==> src/rtl/spi_w25q_read_arbiter_pkg.sv <==
// Shared types and default sizing for the W25Q read arbiter slice.
package spi_w25q_read_arbiter_pkg;

    localparam int NUM_REQ_DEF = 4;
    localparam int ADDR_W_DEF  = 24;
    localparam int DATA_W_DEF  = 32;

    typedef enum logic [1:0] {
        IDLE   = 2'd0,
        LAUNCH = 2'd1,
        WAIT   = 2'd2,
        DONE   = 2'd3
    } arb_state_e;

endpackage

==> src/rtl/spi_w25q_read_arbiter_if.sv <==
// Requester-side and reader-side signal bundle of the W25Q read arbiter.
interface spi_w25q_read_arbiter_if
    import spi_w25q_read_arbiter_pkg::*;
#(
    parameter int NUM_REQ = NUM_REQ_DEF,
    parameter int ADDR_W  = ADDR_W_DEF,
    parameter int DATA_W  = DATA_W_DEF
);
    logic [NUM_REQ-1:0]        req_valid;
    logic [NUM_REQ*ADDR_W-1:0] req_addr;
    logic [NUM_REQ-1:0]        req_ready;
    logic [NUM_REQ-1:0]        rsp_valid;
    logic [DATA_W-1:0]         rsp_data;
    logic                      rd_start;
    logic [ADDR_W-1:0]         rd_addr;
    logic                      rd_busy;
    logic [DATA_W-1:0]         rd_data;

    modport slave (
        input  req_valid, req_addr, rd_busy, rd_data,
        output req_ready, rsp_valid, rsp_data, rd_start, rd_addr
    );

    modport master (
        output req_valid, req_addr, rd_busy, rd_data,
        input  req_ready, rsp_valid, rsp_data, rd_start, rd_addr
    );
endinterface

==> src/rtl/spi_rr_pick.sv <==
// Combinational round-robin picker: first set request searching upward from ptr+1, wrapping.
module spi_rr_pick #(
    parameter int N     = 4,
    parameter int IDX_W = 2
) (
    input  logic [N-1:0]     req,
    input  logic [IDX_W-1:0] ptr,
    output logic [N-1:0]     grant,
    output logic [IDX_W-1:0] idx,
    output logic             any
);
    logic [IDX_W-1:0] cand;

    // NOTE: every always_comb output gets a default first so no path can infer a latch.
    always_comb begin
        grant = '0;
        idx   = '0;
        cand  = '0;
        any   = |req;
        // Walk from farthest to nearest so the nearest requester after ptr wins last.
        for (int k = N; k >= 1; k--) begin
            cand = IDX_W'((int'(ptr) + k) % N);
            if (req[cand]) begin
                grant       = '0;
                grant[cand] = 1'b1;
                idx         = cand;
            end
        end
    end
endmodule

==> src/rtl/spi_w25q_read_arbiter.sv <==
// Round-robin arbiter sharing one spi_w25q_read_32b reader among NUM_REQ requesters.
// Define SPI_W25Q_ARB_CACHE_EN to add a one-entry last-read result cache.
module spi_w25q_read_arbiter
    import spi_w25q_read_arbiter_pkg::*;
#(
    parameter int NUM_REQ = NUM_REQ_DEF,
    parameter int ADDR_W  = ADDR_W_DEF,
    parameter int DATA_W  = DATA_W_DEF
) (
    input logic clk,
    input logic rst_n,
    spi_w25q_read_arbiter_if.slave bus
);
    localparam int IDX_W = (NUM_REQ > 1) ? $clog2(NUM_REQ) : 1;

    arb_state_e         state;
    logic [IDX_W-1:0]   rr_ptr;
    logic [IDX_W-1:0]   owner;
    logic [NUM_REQ-1:0] pick_grant;
    logic [IDX_W-1:0]   pick_idx;
    logic               pick_any;
    logic [ADDR_W-1:0]  grant_addr;
    logic               accept;
    logic               hit;
    logic [DATA_W-1:0]  hit_data;

    spi_rr_pick #(.N(NUM_REQ), .IDX_W(IDX_W)) u_pick (
        .req   (bus.req_valid),
        .ptr   (rr_ptr),
        .grant (pick_grant),
        .idx   (pick_idx),
        .any   (pick_any)
    );

    // A stale read left running across reset must finish before the next grant.
    assign accept        = (state == IDLE) && !bus.rd_busy && pick_any;
    assign bus.req_ready = accept ? pick_grant : '0;

    always_comb begin
        grant_addr = '0;
        for (int i = 0; i < NUM_REQ; i++) begin
            if (pick_grant[i]) grant_addr = bus.req_addr[i*ADDR_W +: ADDR_W];
        end
    end

`ifdef SPI_W25Q_ARB_CACHE_EN
    logic [ADDR_W-1:0] last_addr;
    logic [DATA_W-1:0] last_data;
    logic              cache_vld;

    always_ff @(posedge clk or negedge rst_n) begin
        if (!rst_n)                               cache_vld <= 1'b0;
        else if (state == WAIT && !bus.rd_busy)   cache_vld <= 1'b1;
    end

    // NOTE: the cache payload has no reset; cache_vld alone decides whether it is usable.
    always_ff @(posedge clk) begin
        if (state == WAIT && !bus.rd_busy) begin
            last_addr <= bus.rd_addr;
            last_data <= bus.rd_data;
        end
    end

    assign hit      = cache_vld && (grant_addr == last_addr);
    assign hit_data = last_data;
`else
    assign hit      = 1'b0;
    assign hit_data = '0;
`endif

    // NOTE: all state and registered outputs use non-blocking assignments to avoid ordering races.
    always_ff @(posedge clk or negedge rst_n) begin
        if (!rst_n) begin
            state         <= IDLE;
            rr_ptr        <= IDX_W'(NUM_REQ - 1);
            owner         <= '0;
            bus.rd_start  <= 1'b0;
            bus.rd_addr   <= '0;
            bus.rsp_valid <= '0;
            bus.rsp_data  <= '0;
        end else begin
            bus.rsp_valid <= '0;
            case (state)
                IDLE: if (accept) begin
                    rr_ptr      <= pick_idx;
                    owner       <= pick_idx;
                    bus.rd_addr <= grant_addr;
                    if (hit) begin
                        bus.rsp_data  <= hit_data;
                        bus.rsp_valid <= pick_grant;
                        state         <= DONE;
                    end else begin
                        bus.rd_start <= 1'b1;
                        state        <= LAUNCH;
                    end
                end
                // busy already high counts as the acknowledge, so start is never re-issued.
                LAUNCH: if (bus.rd_busy) begin
                    bus.rd_start <= 1'b0;
                    state        <= WAIT;
                end
                WAIT: if (!bus.rd_busy) begin
                    bus.rsp_data  <= bus.rd_data;
                    bus.rsp_valid <= NUM_REQ'(1) << owner;
                    state         <= DONE;
                end
                DONE: state <= IDLE;
            endcase
        end
    end
endmodule

==> src/flat_wrapper.sv <==
// flat-port wrapper written by rule: the top's interface ports become plain ports
module spi_w25q_read_arbiter_flat import spi_w25q_read_arbiter_pkg::*;
#(
    parameter int NUM_REQ = NUM_REQ_DEF,
    parameter int ADDR_W  = ADDR_W_DEF,
    parameter int DATA_W  = DATA_W_DEF
)
  (clk, rst_n, bus_req_valid, bus_req_addr, bus_rd_busy, bus_rd_data, bus_req_ready, bus_rsp_valid, bus_rsp_data, bus_rd_start, bus_rd_addr);
  spi_w25q_read_arbiter_if #(.NUM_REQ(NUM_REQ), .ADDR_W(ADDR_W), .DATA_W(DATA_W)) bus_i ();
  input logic clk;
  input logic rst_n;
  input wire logic [$bits(bus_i.req_valid)-1:0] bus_req_valid;
  input wire logic [$bits(bus_i.req_addr)-1:0] bus_req_addr;
  input wire logic [$bits(bus_i.rd_busy)-1:0] bus_rd_busy;
  input wire logic [$bits(bus_i.rd_data)-1:0] bus_rd_data;
  output wire logic [$bits(bus_i.req_ready)-1:0] bus_req_ready;
  output wire logic [$bits(bus_i.rsp_valid)-1:0] bus_rsp_valid;
  output wire logic [$bits(bus_i.rsp_data)-1:0] bus_rsp_data;
  output wire logic [$bits(bus_i.rd_start)-1:0] bus_rd_start;
  output wire logic [$bits(bus_i.rd_addr)-1:0] bus_rd_addr;
  assign bus_i.req_valid = bus_req_valid;
  assign bus_i.req_addr = bus_req_addr;
  assign bus_i.rd_busy = bus_rd_busy;
  assign bus_i.rd_data = bus_rd_data;
  assign bus_req_ready = bus_i.req_ready;
  assign bus_rsp_valid = bus_i.rsp_valid;
  assign bus_rsp_data = bus_i.rsp_data;
  assign bus_rd_start = bus_i.rd_start;
  assign bus_rd_addr = bus_i.rd_addr;
  spi_w25q_read_arbiter #(.NUM_REQ(NUM_REQ), .ADDR_W(ADDR_W), .DATA_W(DATA_W)) u_core (.clk(clk), .rst_n(rst_n), .bus(bus_i));
endmodule
==> config.mk <==
export PLATFORM = sky130hd
export DESIGN_NAME = spi_w25q_read_arbiter_flat
export DESIGN_NICKNAME = d
export VERILOG_FILES = /design/src/rtl/spi_w25q_read_arbiter_pkg.sv /design/src/rtl/spi_w25q_read_arbiter_if.sv /design/src/rtl/spi_rr_pick.sv /design/src/rtl/spi_w25q_read_arbiter.sv /design/src/flat_wrapper.sv
export SDC_FILE = /design/constraint.sdc
export NUM_CORES = 1
export LEC_CHECK = 0
export ABC_CLOCK_PERIOD_IN_PS = 6800
export CAP_MARGIN = 5
export CORE_MARGIN = 2
export CORE_UTILIZATION = 44
export DETAILED_ROUTE_END_ITERATION = 8
export PLACE_DENSITY = 0.89
export SETUP_SLACK_MARGIN = 0.1
export SLEW_MARGIN = 0
export SYNTH_ARGS = -nofsm -noshare
export SYNTH_HDL_FRONTEND = slang
export SYNTH_SLANG_ARGS = --single-unit
==> constraint.sdc <==
create_clock -name clk -period 6.8 [get_ports clk]
set_input_delay 1.02 -clock clk [delete_from_list [all_inputs] [get_ports clk]]
set_output_delay 1.02 -clock clk [all_outputs]
set_load 0.05 [all_outputs]
==> Yosys cells after proc, flatten, opt, wreduce, memory -nomap -nowiden <==
Cells that the tools add are included.
Widths: inputs -> output; s select.
{ "word_totals": {"register_bits": 67, "in_bits": 135, "output_inout_bits": 65} }
{ "classes": {"shifts": 1, "eq_ne": 6, "addsub": 4, "muxes": 38, "magnitude_cmp": 8, "bitwise": 1, "reduce_logical": 14} }
{ "op_table": {"columns": ["cell", "count"], "rows": [
  ["$mux 24", 4],
  ["$mux 4", 7],
  ["$mux 2", 7],
  ["$lt 2x3->1 const B", 4],
  ["$mux 1", 10],
  ["$bmux 1 s2", 4],
  ["$demux 1 s2", 4],
  ["$ge 2x1->1 const B", 4],
  ["$pmux 2 s4", 1],
  ["$logic_and 1x1->1", 6],
  ["$reduce_and 3->1", 2],
  ["$add 2x1->2 const B", 2],
  ["$add 2x2->2 const B", 2],
  ["$eq 2x2->1 const B", 2],
  ["$ne 2x2->1 const B", 2],
  ["$reduce_and 2->1", 2],
  ["$reduce_or 4->1", 1],
  ["$shl 1x2->4 const A", 1],
  ["$eq 2x1->1 const B", 1],
  ["$logic_not 2->1", 1],
  ["$ne 2x1->1 const B", 1],
  ["$pmux 1 s2", 1],
  ["$reduce_bool 2->1", 1],
  ["$logic_not 1->1", 1],
  ["$not 1->1", 1]
]} }

==> Depth between registers and ports, before layout <==
{ "logic_depth": {"ltp_word": 13, "mapped_depth": 13, "ltp_nobuf": 9} }

==> By module <==
A second synthesis with hierarchy kept.
{ "unflattened": {"hier_cells": 388, "hier_area_um2": 3912.5} }
{ "by_module_without_submodules": {"columns": ["module", "instances", "area_per_inst_um2", "cells_per_inst", "seq_area_each_um2"], "rows": [
  ["spi_w25q_read_arbiter", 1, 3428.3, 326, 1679.1],
  ["spi_rr_pick", 1, 484.2, 62, 0.0]
]} }

==> Least setup slack after synthesis <==
No wires, ideal clock.
{ "synth_timing": {"path_kind": "reg2out", "startpoint": "register u_core.rr_ptr[0]", "endpoint": "output bus_req_ready[3]", "path_buffers": 3, "path_stages_with_launch": 12, "arrival_ns": 3.261, "path_slack_ns": 2.519, "cell_sequence": "dfstp_2 -> buf_6 -> clkinv_1 -> ha_1 -> clkbuf_1 -> mux2i_1 -> nand3_1 -> nand2_1 -> a221oi_1 -> o31a_1 -> buf_2 -> nor2_1"} }
{ "synth_between": {"elab_chain_len": 10} }
{ "synth_lines": {"columns": ["item", "line_no", "text"], "rows": [
  ["start: declaration", "spi_w25q_read_arbiter.sv:17", "logic [IDX_W-1:0] rr_ptr;"],
  ["start signal: assignment", "spi_w25q_read_arbiter.sv:75", "rr_ptr <= IDX_W'(NUM_REQ - 1);"],
  ["start signal: assignment", "spi_w25q_read_arbiter.sv:85", "rr_ptr <= pick_idx;"],
  ["$add 2x1->2", "spi_rr_pick.sv:22", "cand = IDX_W'((int'(ptr) + k) % N);"],
  ["$lt 2x3->1 (implied by the code) or $ge 2x1->1 (tied branches)", "spi_rr_pick.sv:25", "grant[cand] = 1'b1;"],
  ["$logic_and 1x1->1 (implied by the code)", "spi_rr_pick.sv:25", null],
  ["$mux 1 (implied by the code)", "spi_rr_pick.sv:25", null],
  ["$demux 1 s2", "spi_rr_pick.sv:25", null],
  ["$mux 4 (3 in a row)", "spi_rr_pick.sv:23", "if (req[cand]) begin"],
  ["$mux 4 *", "spi_rr_pick.sv:23", null],
  ["$mux 4 *", "spi_w25q_read_arbiter.sv:37", "assign bus.req_ready = accept ? pick_grant : '0;"],
  ["end: declaration", "flat_wrapper.sv:16", "output wire logic [$bits(bus_i.req_ready)-1:0] bus_req_ready;"]
]} }
Every way passes the cells marked *; elsewhere a longest branch is shown, timed or not. The select of a mux whose other input is x is not followed.

==> Worst setup path after layout <==
Ends and elaborated chain as after synthesis.

==> reports/summary.txt <==
Worst Skew = 0.0106 ns
Count of flip-flops with a built-in enable after synthesis = 0
Largest net degree at the start of global routing = 68
Vias in the first global route = 3,977
Final net count = 727
Final setup viols = 0
Hold Crit Class = flip-flop to flip-flop
Synth Register Bits = 67
Least-Margin Pin Slew = 1.15 ns
Most common cell after layout, fill and taps aside = clkdlybuf4s50_1
WL final = 12.2 mm
P_int = 1.66 mW
Setup Buffers After CTS = 0
Syn avg cell area = 9.83 um^2
Min Tclk post-route = 4.96 ns
Clock transition time at the flip-flop clock pins of the worst setup and hold paths = 0.08 ns
Logic pwr share = 68.2%
Reg-to-reg startpoint = u_core.rr_ptr[0]$_DFFE_PN1P_
Crit path DAT = 3.94 ns
Drt wl/cell = 17.7 um
Max Cap Viol = 0
CTS buffer count = 9
Num rows = 34
H-tree depth = 3
VDD IR-drop max = 0.269 mV
Switching Fraction = 51.8%
Worst Setup EP = bus_req_ready[3]
Status = finished clean
Gates resized, CTS repair = 0
Seq/Total Area, Yosys = 42.7%
Worst r2r path cells = 9
Syn_nets = 546
Clk buf depth = 2
Layout Utilization = 70.7%
LEAKAGE = 2.56 nW
Register-to-register setup slack = 3.09 ns
Slew Limit Headroom = 23.5%
Top_reg_cell synth = dfrtp_1
Startpoint types = flip-flop
Fmax = 202 MHz
Switching pwr = 1.79 mW
Vias = 3,916
Input/output buffers = 199
Clock Sinks = 67
Total GRT Usage = 25.2%
Fraction of registers with async set/reset = 100%
Antenna diodes = 0
Count of cell types in the netlist = 44
First-pass GRT wire length = 19.7 mm
DRT antenna net count = 0
Initial core utilization = 45.3%
Data required time of the worst path = 5.78 ns
Grt total ovfl = 0
Post-DP HPWL = 9.04 mm
Slowest-stage cell, CP = clkdlybuf4s50_1
Area of the mapped netlist = 0.00393 mm^2
Fraction of layout cells with a size suffix above 1 = 11.3%
Clock power frac = 10.4%
Fin crit share = 72.9%
Post-Synthesis Cells = 400
Die Y = 98.6 um
Commonest cells after routing, fill and taps aside = 198 x clkdlybuf4s50_1, 65 x dfrtp_1, 55 x a21oi_1
Vias per cell = 5.65
1st-iter DRT viols = 192
CP Max Fanout = 16
Number of detailed-route iterations in the first pass = 4
Final hold vios = 0
Drt drc = 0
Pins Over Slew Limit = 0
CP max stage delay = 0.80 ns
Reg power frac = 21.4%
Power Density = 562 mW/mm^2
CTS root buffer = clkbuf_8
# placed instances = 678
TritonCTS clock tree = done
Hold-fix buffers, CTS = 0
Critical path class = flip-flop to output pin
Total negative setup slack = 0 ns
I/O Pins = 200
Critical path, cell by cell = clkinv_1 > ha_1 > mux2i_1 > nand3_1 > nand2_1 > a221oi_1 > o31a_1 > nor2_1 > clkdlybuf4s50_1
Die Footprint = 0.00971 mm^2
RSZ-0062 raised after global routing = false
Reg2reg end = u_core.bus.rd_addr[11]$_DFFE_PN0P_
Crit end category = output pin
Crit path launch = u_core.rr_ptr[0]$_DFFE_PN1P_
Area of the core = 0.00868 mm^2
Final std cells w/o fill = 693
Ys Warns = 0
Gpl congestion = 0.868
Initial antenna violation count = 0
Worst-Skew Late Latency = 0.33 ns
Die outline width = 98.6 um
P&R area growth vs syn = 56.0%
-- through the flow --
stage          hold slack [ns]  power (mW)  instance area, um^2  setup slack [ns]
6_report                 0.509        3.45                 6140              1.84
5_1_grt                  0.531        3.66                 6140              1.59
4_1_cts                  0.513        3.46                 6140              1.87
3_5_place_dp             0.495        3.09                 5920              1.92
3_3_place_gp             0.488        3.01                 5920              2.00
2_1_floorplan            0.449        2.40                 3930              2.52
-- layout make-up --
class / instances / area (um^2)
clock inverter: 6 / 90.1
multi-input combinational: 266 / 1960
sequential: 67 / 1680
clock buffer: 9 / 124
tap: 108 / 135
timing repair buffer: 205 / 2030
inverter: 32 / 120
fill: 657 / 2540
-- routing by layer --
metal	up-vias	routed length, um	global-route usage (%)	share of wire (%)
met2	199	6120	42.8	50
met4	0	255	8.75	2.1
met3	23	1040	6.60	8.5
met1	1871	4830	31.3	39
met5	-	0	0	0
li1	1823	-	-	-
-- power by group through the flow --
| stage | Combinational (mW) | Sequential [mW] | Clock [mW] |
|---|---|---|---|
| floorplan | 1.07 | 1.33 | 0 |
| global placement | 2.28 | 0.730 | 0 |
| detailed placement | 2.35 | 0.743 | 0 |
| CTS | 2.36 | 0.737 | 0.368 |
| global route | 2.51 | 0.765 | 0.385 |
| finish | 2.35 | 0.738 | 0.360 |
-- worst max-delay path: cells and delay by family (launching register included) --
family	cells	cell delay [ns]
muxes	1	0.34
buffers and inverters	2	1.13
AOI/OAI and AO/OA	2	0.50
adders and majority gates	1	0.54
and+or+nand+nor	3	0.36
DFF	1	0.73
-- cell families after synthesis --
group	Yosys count	synth area share [%]
buffers and inverters	67	7.95
and+or+nand+nor	85	13.0
AOI/OAI and AO/OA	131	20.9
DFF	67	42.7
adders and majority gates	11	3.50
muxes	39	12.0
-- flip-flops by register name, summed over array words and instances (netlist names) --
register	flops
u_core.bus.rd_addr	24
u_core.owner	2
u_core.state	2
u_core.bus.rd_start	1
u_core.bus.rsp_valid	4
u_core.bus.rsp_data	32
u_core.rr_ptr	2
-- worst min-delay path by stage --
stage,cells past startpoint,endpoint,from
after CTS,1,u_core.bus.rsp_data[19]$_DFFE_PN0P_,u_core.bus.rsp_data[19]$_DFFE_PN0P_
after global routing,1,u_core.bus.rsp_data[1]$_DFFE_PN0P_,u_core.bus.rsp_data[1]$_DFFE_PN0P_
after global placement,1,u_core.bus.rsp_data[30]$_DFFE_PN0P_,u_core.bus.rsp_data[30]$_DFFE_PN0P_
after detailed placement,1,u_core.bus.rsp_data[29]$_DFFE_PN0P_,u_core.bus.rsp_data[29]$_DFFE_PN0P_
after floorplan,1,u_core.bus.rsp_valid[2]$_DFF_PN0_,u_core.owner[0]$_DFFE_PN0P_
final,1,u_core.bus.rsp_data[29]$_DFFE_PN0P_,u_core.bus.rsp_data[29]$_DFFE_PN0P_
-- cell usage after synthesis, types with 3 or more instances --
master	instances	area, um^2
mux4_2	3	67.6
ha_1	11	138
nand4_1	3	18.8
and3b_1	3	26.3
nand2_1	10	37.5
clkbuf_1	20	75.1
nor2_1	28	105
a21oi_1	55	275
nand3_1	4	20.0
and4_1	24	210
buf_2	6	30.0
inv_1	31	116
buf_6	6	67.6
mux2_2	34	383
o221ai_1	24	210
o21ai_0	30	150
a21o_1	4	30.0
nor3b_1	3	22.5
dfrtp_1	65	1630
and3_1	3	18.8
Power figures use the tool's default switching activity.
